==> src/rtl/uart_tx_param.sv <==
// Parametrised UART transmitter: start bit, DATA_BITS data LSB first, optional parity, STOP_BITS stop bits.
// Define UART_TX_PARITY_EN to compile in the parity bit (sense chosen by PARITY_ODD).
module uart_tx_param #(
   parameter int unsigned CLK_DIV    = 5208,
   parameter int unsigned DATA_BITS  = 8,
   parameter int unsigned STOP_BITS  = 1,
   parameter int unsigned PARITY_ODD = 0
) (
   input  logic                 clk_50,
   input  logic                 rst_n,
   input  logic [DATA_BITS-1:0] tx_data,
   input  logic                 tx_valid,
   output logic                 tx_ready,
   output logic                 tx_uart,
   output logic                 tx_busy
);

   localparam int unsigned CW = $clog2(CLK_DIV);
   localparam int unsigned BW = $clog2(DATA_BITS);

   typedef enum logic [2:0] {
      S_IDLE   = 3'd0,
      S_START  = 3'd1,
      S_DATA   = 3'd2,
      S_PARITY = 3'd3,
      S_STOP   = 3'd4
   } state_t;

   // Elaboration-time guard on the legal parameter ranges.
   if (CLK_DIV < 2 || CLK_DIV > 65535 || DATA_BITS < 5 || DATA_BITS > 9 ||
       STOP_BITS < 1 || STOP_BITS > 2 || PARITY_ODD > 1) begin : g_param_check
      $error("uart_tx_param: illegal parameter value");
   end

   state_t                r_state;
   logic [CW-1:0]         r_baud;
   logic [BW-1:0]         r_bit;
   logic                  r_stop;
   logic [DATA_BITS-1:0]  r_shift;
   logic                  r_uart;
   logic                  r_ready;
   logic                  r_busy;
`ifdef UART_TX_PARITY_EN
   logic                  r_parity;
`endif

   logic                  w_bit_tick;

   assign w_bit_tick = (r_baud == CW'(CLK_DIV - 1));

   assign tx_uart  = r_uart;
   assign tx_ready = r_ready;
   assign tx_busy  = r_busy;

   // Frame sequencer; every output is updated in the same edge as the state.
   always_ff @(posedge clk_50 or negedge rst_n) begin
      if (!rst_n) begin
         r_state  <= S_IDLE;
         r_baud   <= '0;
         r_bit    <= '0;
         r_stop   <= 1'b0;
         r_shift  <= '0;
         r_uart   <= 1'b1;
         r_ready  <= 1'b1;
         r_busy   <= 1'b0;
`ifdef UART_TX_PARITY_EN
         r_parity <= 1'b0;
`endif
      end else begin
         if (w_bit_tick) begin
            r_baud <= '0;
         end else begin
            r_baud <= r_baud + CW'(1);
         end

         case (r_state)
            S_IDLE: begin
               r_baud  <= '0;
               r_uart  <= 1'b1;
               r_ready <= 1'b1;
               r_busy  <= 1'b0;
               if (tx_valid && r_ready) begin
                  r_state  <= S_START;
                  r_shift  <= tx_data;
                  r_bit    <= '0;
                  r_stop   <= 1'b0;
                  r_uart   <= 1'b0;
                  r_ready  <= 1'b0;
                  r_busy   <= 1'b1;
`ifdef UART_TX_PARITY_EN
                  r_parity <= (^tx_data) ^ 1'(PARITY_ODD);
`endif
               end
            end

            S_START: begin
               if (w_bit_tick) begin
                  r_state <= S_DATA;
                  r_bit   <= '0;
                  r_uart  <= r_shift[0];
               end
            end

            S_DATA: begin
               if (w_bit_tick) begin
                  r_shift <= r_shift >> 1;
                  if (r_bit == BW'(DATA_BITS - 1)) begin
`ifdef UART_TX_PARITY_EN
                     r_state <= S_PARITY;
                     r_uart  <= r_parity;
`else
                     r_state <= S_STOP;
                     r_stop  <= 1'b0;
                     r_uart  <= 1'b1;
`endif
                  end else begin
                     r_bit  <= r_bit + BW'(1);
                     r_uart <= r_shift[1];
                  end
               end
            end

`ifdef UART_TX_PARITY_EN
            S_PARITY: begin
               if (w_bit_tick) begin
                  r_state <= S_STOP;
                  r_stop  <= 1'b0;
                  r_uart  <= 1'b1;
               end
            end
`endif

            S_STOP: begin
               r_uart <= 1'b1;
               if (w_bit_tick) begin
                  if (r_stop == 1'(STOP_BITS - 1)) begin
                     r_state <= S_IDLE;
                     r_ready <= 1'b1;
                     r_busy  <= 1'b0;
                  end else begin
                     r_stop <= r_stop + 1'b1;
                  end
               end
            end

            default: begin
               r_state <= S_IDLE;
               r_baud  <= '0;
               r_uart  <= 1'b1;
               r_ready <= 1'b1;
               r_busy  <= 1'b0;
            end
         endcase
      end
   end

endmodule

==> config.mk <==
export PLATFORM = sky130hd
export DESIGN_NAME = uart_tx_param
export DESIGN_NICKNAME = d
export VERILOG_FILES = /design/src/rtl/uart_tx_param.sv
export SDC_FILE = /design/constraint.sdc
export NUM_CORES = 1
export LEC_CHECK = 0
export ABC_AREA = 0
export CAP_MARGIN = 10
export CORE_ASPECT_RATIO = 1.4
export CORE_MARGIN = 2
export CORE_UTILIZATION = 36
export CTS_BUF_LIST = sky130_fd_sc_hd__clkbuf_2 sky130_fd_sc_hd__clkbuf_4 sky130_fd_sc_hd__clkbuf_8
export DETAILED_ROUTE_END_ITERATION = 16
export PLACE_DENSITY_LB_ADDON = 0.2
export SLEW_MARGIN = 0
export SYNTH_ARGS = -nofsm -noshare
export SYNTH_HDL_FRONTEND = slang
export SYNTH_SLANG_ARGS = --single-unit
==> constraint.sdc <==
create_clock -name clk_50 -period 4.2 [get_ports clk_50]
set_input_delay 0.63 -clock clk_50 [delete_from_list [all_inputs] [get_ports clk_50]]
set_output_delay 0.63 -clock clk_50 [all_outputs]
set_load 0.05 [all_outputs]
==> flow_summary.toml, run 1 <==
[synthesis]
synth-edff-count = 0
avgSynthCellArea_um2 = 10.4
synth_cell_types = 38
async_reset_ff_frac = 1.00
yosys-top-cells-count = "28 x dfrtp_1, 22 x nor2_1, 11 x inv_1"
synth_top_cell_by_area = "dfrtp_1"
synth_fp_nets = 169
ys_warn_count = 0
syn_area_um2 = 1610
seq_area_frac_synth = 0.468
synth_area_leaders = "dfrtp_1 44%, mux2_4 6.5%, xnor2_1 5.4%"
synth_ff_type = "dfrtp_1"
synth.top_cell.area_share = 0.435
synth_seq_cells = 30
synth.most_common_cell = "dfrtp_1"
synth_cells = 155

[clock_network]
cts_made_buffers = 5
clk_latency_ps = 280
cts_root_buffer = "clkbuf_8"
cts_num_sinks = 30
htreeDepth = 2
cts_tree = "yes"
cts_resized = 0
cts_buffer_depth = 2
cts.clk_slew.worst_paths_ps = 60
cts_setup_buffers = 0
holdBufCountCts = 0

[worst_hold_path]
whs_endpoint = "r_baud[0]"
hp-start = "r_baud[0]"
hold_depth = 1
hold_path.class = "reg2reg"

[outcome]
status = "finished clean"

[timing]
worst_slew_pin_slew_ps = 596
skew_ps = 6.26
finalSetupTns_ps = 0
fin_crit_sh = 0.541
max_freq_mhz = 440
setup_viol = 0
worst_hold_slack_ps = 492
drv_slew = 0
rsz0062_at_grt = "no"
fin_crit_ps = 2270
hold_viol = 0
maxSlewHeadroom = 0.603

[floorplanning]
die_h_um = 83.1
dieWidth_um = 60.5
rows = 28
coreArea_um2 = 4270
initial_utilization = 0.377
io_pins = 14
dieArea_um2 = 5030

[layout]
fillers = 441
fin_nets = 183
syn_to_final_growth_pct = 15.9
diodes = 0
drive_gt1_frac = 0.171

[power]
peakVddDrop_mv = 0.172
power_density_nw_per_um2 = 504
power_leakage_uw = 0.000810

[worst_setup_path]
slowest_delay_ps = 800
r2r_start = "r_state[1]"
required_ps = 3570
r2r_setup_slack_ps = 2060
criticalPathCategory = "reg2out"
cpLargestDelayFamily = "buffers and inverters"
startpoint_type = "flip-flop"
slowest_stage = "clkdlybuf4s50_1"
cp_num_buf_inv = 1
path_cells = "clkdlybuf4s50_1"
cp.arrival_ps = 1640
crit_fanout = 5
end_kind = "output port"
r2r_end = "r_shift[5]"
r2r_cells = 4

[placement]
hpwl_mm = 2.17
numPortBuffers = 13
gp_congestion = 0.769

[route]
antenna_left = 0
first_iter_violations = 68
drcViolationCount = 0
wirelength_mm = 3.01
num_vias = 1115
wl_per_cell_um = 13.1
vias_per_cell = 4.85
dr.pass1.iters = 4

[job]
drv_cap = 0

[global_routing]
overflow = 0
grt_pass1_wl_mm = 5.24
grt_pass1_vias = 1174
grtUsageTotal = 0.137
grt_max_degree = 31
antenna_found_initial = 0
through the flow:
stage	power, uW	util	cell area, um^2	setup WS [ps]	std cells
floorplan	634	-	1610	2400	155
global placement	696	0.415	1770	1950	222
detailed placement	707	0.415	1770	1870	222
CTS	954	0.437	1870	1910	230
global route	1000	0.437	1870	1870	230
finish	940	0.437	1870	1930	230
cells by family after synthesis:
| logic type | count (synthesis) | share of synthesized area |
|---|---|---|
| simple gates | 58 | 0.183 |
| flops | 30 | 0.468 |
| compound gates | 18 | 0.0769 |
| buf+inv | 18 | 0.0575 |
| mux | 16 | 0.127 |
| xor+xnor | 12 | 0.0653 |
| fa+ha+maj | 3 | 0.0233 |
layer usage:
layer	GRT usage	part of all wire	vias to the layer above
li1	-	-	554
met1	0.157	0.41	542
met2	0.227	0.54	15
met3	0.0389	0.035	4
met4	0.0632	0.012	0
met5	0	0	-
worst max path at each step:
stage | startpoint | to | slack [ps] | cells past startpoint
after floorplan | r_baud[0] | r_shift[0] | 2400 | 7
after global placement | tx_valid | r_shift[6] | 1950 | 5
after global routing | tx_ready | tx_ready | 1870 | 1
final | tx_ready | tx_ready | 1930 | 1
after detailed placement | tx_valid | r_shift[2] | 1870 | 5
after CTS | tx_ready | tx_ready | 1910 | 1
report_power, final:
part | internal [uW] | switching, uW | total (uW) | leakage [uW]
sequential | 373 | 67.3 | 440 | 0.000379
combinational | 133 | 127 | 261 | 0.000379
clock | 138 | 101 | 239 | 0.0000517
cells in the final DEF, fill, tap and decap left out, types with 3 or more instances in the layout:
| cell type | Yosys | final |
|---|---|---|
| mux2_4 | 7 | 7 |
| nand2b_1 | 3 | 3 |
| mux2_2 | 7 | 7 |
| nor2_1 | 22 | 22 |
| a21oi_1 | 4 | 4 |
| dfrtp_1 | 28 | 28 |
| nand2_1 | 10 | 10 |
| nand4_1 | 3 | 3 |
| nand3_1 | 5 | 5 |
| inv_1 | 11 | 11 |
| clkdlybuf4s50_1 | 0 | 13 |
| nor3_1 | 5 | 5 |
| xnor2_1 | 10 | 10 |
| ha_1 | 3 | 3 |
| o21ai_0 | 3 | 3 |
| clkbuf_8 | 0 | 6 |
registers in the layout, summed over array words and instances, names as in the netlist:
name      cells
r_baud       13
tx_busy       1
tx_uart       1
tx_ready      1
r_bit         3
r_state       3
r_shift       8
final cells by class:
type	count	area [um^2]	share of cell area
timing repair buffer	14	138	0.0737
clock inverter	1	5.00	0.00268
tap	60	75.1	0.0402
clock buffer	7	90.1	0.0483
inverter	11	41.3	0.0221
multi-input combinational	107	764	0.410
sequential	30	753	0.403
Note: power is estimated with default switching activity, not from simulation.
==> run 2, diff against run 1 <==
Clock period 4.2 ns to 2.1 ns, I/O delays scaled along.
==> flow_summary.toml, run 2 (synthesis results as in run 1) <==
[global_routing]
grt_max_degree = 31
antenna_found_initial = 0
grtUsageTotal = 0.150
grt_pass1_wl_mm = 5.84
grt_pass1_vias = 1277
overflow = 0

[timing]
fin_crit_ps = 1960
max_freq_mhz = 510
worst_hold_slack_ps = 426
hold_viol = 0
finalSetupTns_ps = 0
fin_crit_sh = 0.933
rsz0062_at_grt = "no"
maxSlewHeadroom = 0.668
worst_slew_pin_slew_ps = 497
skew_ps = 7.89
setup_viol = 0
drv_slew = 0

[worst_setup_path]
cpLargestDelayFamily = "buffers and inverters"
slowest_delay_ps = 800
r2r_start = "r_baud[0]"
end_kind = "output port"
r2r_setup_slack_ps = 180
cp-startpoint = "tx_ready"
required_ps = 1780
r2r_end = "r_shift[5]"
criticalPathCategory = "reg2out"
cp.arrival_ps = 1640
slowest_stage = "clkdlybuf4s50_1"
path_cells = "clkdlybuf4s50_1"
r2r_cells = 5
crit_fanout = 5
cp_num_buf_inv = 1
startpoint_type = "flip-flop"
crit_cells = 1

[clock_network]
cts_setup_buffers = 0
htreeDepth = 2
clk_latency_ps = 280
cts_root_buffer = "clkbuf_8"
cts_num_sinks = 30
cts_made_buffers = 5
cts_resized = 0
holdBufCountCts = 0
cts_buffer_depth = 2
cts_tree = "yes"
cts.clk_slew.worst_paths_ps = 60

[layout]
largest_reg_flops = 13
mostFrequentLayoutCells = "28 x dfrtp_1, 22 x nor2_1, 13 x clkdlybuf4s50_1"
post-route-util = 0.446
fin_nets = 188
final_common_cell = "dfrtp_1"
largest_register = "r_baud"
syn_to_final_growth_pct = 18.5
drive_gt1_frac = 0.200
fin_cells = 235
reg_top3 = "r_baud: 13 flops, r_shift: 8 flops"
fillers = 431
diodes = 0

[power]
power.internal_uw = 1320
sw_frac_of_total = 0.312
p_sw_uw = 596
p_clk_frac = 0.261
power_density_nw_per_um2 = 1000
peakVddDrop_mv = 0.358
combPwrFrac = 0.282
seq_power_share = 0.457
power_leakage_uw = 0.000834

[route]
first_iter_violations = 68
num_vias = 1148
antenna_left = 0
wl_per_cell_um = 13.4
dr.pass1.iters = 4
wirelength_mm = 3.15
drcViolationCount = 0
vias_per_cell = 4.89

[floorplanning]
dieArea_um2 = 5030
die_h_um = 83.1
coreArea_um2 = 4270
rows = 28
dieWidth_um = 60.5
initial_utilization = 0.377
io_pins = 14

[worst_hold_path]
hold_path.class = "in2async"

[placement]
gp_congestion = 0.838
hpwl_mm = 2.30
numPortBuffers = 13
post-place-cells = 227

[job]
drv_cap = 0

[outcome]
status = "finished clean"
run 2: changes by cell type in the layout (fill, tap and decap cells not counted):
cell,before,now
clkbuf_4,1,2
clkinv_2,1,0
buf_4,1,6
a21o_2,0,1
a21o_1,1,0
run 2: how the worst max path moves through the flow:
stage               slack (ps)          to
CTS                         30  r_shift[5]
detailed placement          40  r_shift[4]
global route                70  r_shift[5]
finish                     140    tx_ready
global placement           130  r_shift[6]
floorplan                  300  r_shift[0]
run 2: power by group through the flow:
stage / logic, uW / clock network (uW) / registers (uW)
after global routing: 600 / 542 / 895
after detailed placement: 541 / 0 / 882
after floorplan: 350 / 0 / 918
after CTS: 545 / 518 / 875
after global placement: 531 / 0 / 876
final: 539 / 499 / 874
run 2: area by class of cell:
type / count / area (um^2) / share of cell area
Inverter: 11 / 41.3 / 0.0216
Clock buffer: 8 / 97.6 / 0.0511
Tap cell: 60 / 75.1 / 0.0393
Sequential cell: 30 / 753 / 0.395
Multi-Input combinational cell: 107 / 766 / 0.401
Timing Repair Buffer: 19 / 175 / 0.0918
run 2: worst register-to-register path, delay by kind of cell (launching register included):
family	cells	cell delay, ps
flip-flops	1	390
AO/OA/AOI/OAI	1	330
multiplexers	1	330
adder cells (fa/ha/maj)	1	230
AND/OR/NAND/NOR	2	520
run 2: per-layer routing:
| metal | share of wire | wire (um) | global-route usage | vias up |
|---|---|---|---|---|
| met5 | 0 | 0 | 0 | - |
| met4 | 0.028 | 87 | 0.0672 | 0 |
| met3 | 0.030 | 96 | 0.0421 | 9 |
| met2 | 0.51 | 1610 | 0.248 | 14 |
| met1 | 0.43 | 1360 | 0.176 | 559 |
| li1 | - | - | - | 566 |
run 2: through the flow:
step                setup slack (ps)  total power, uW  instance area [um^2]
floorplan                        301             1270                  1610
global placement                 133             1410                  1810
detailed placement              39.7             1420                  1810
CTS                             25.3             1940                  1910
global route                    67.9             2040                  1910
finish                           140             1910                  1910
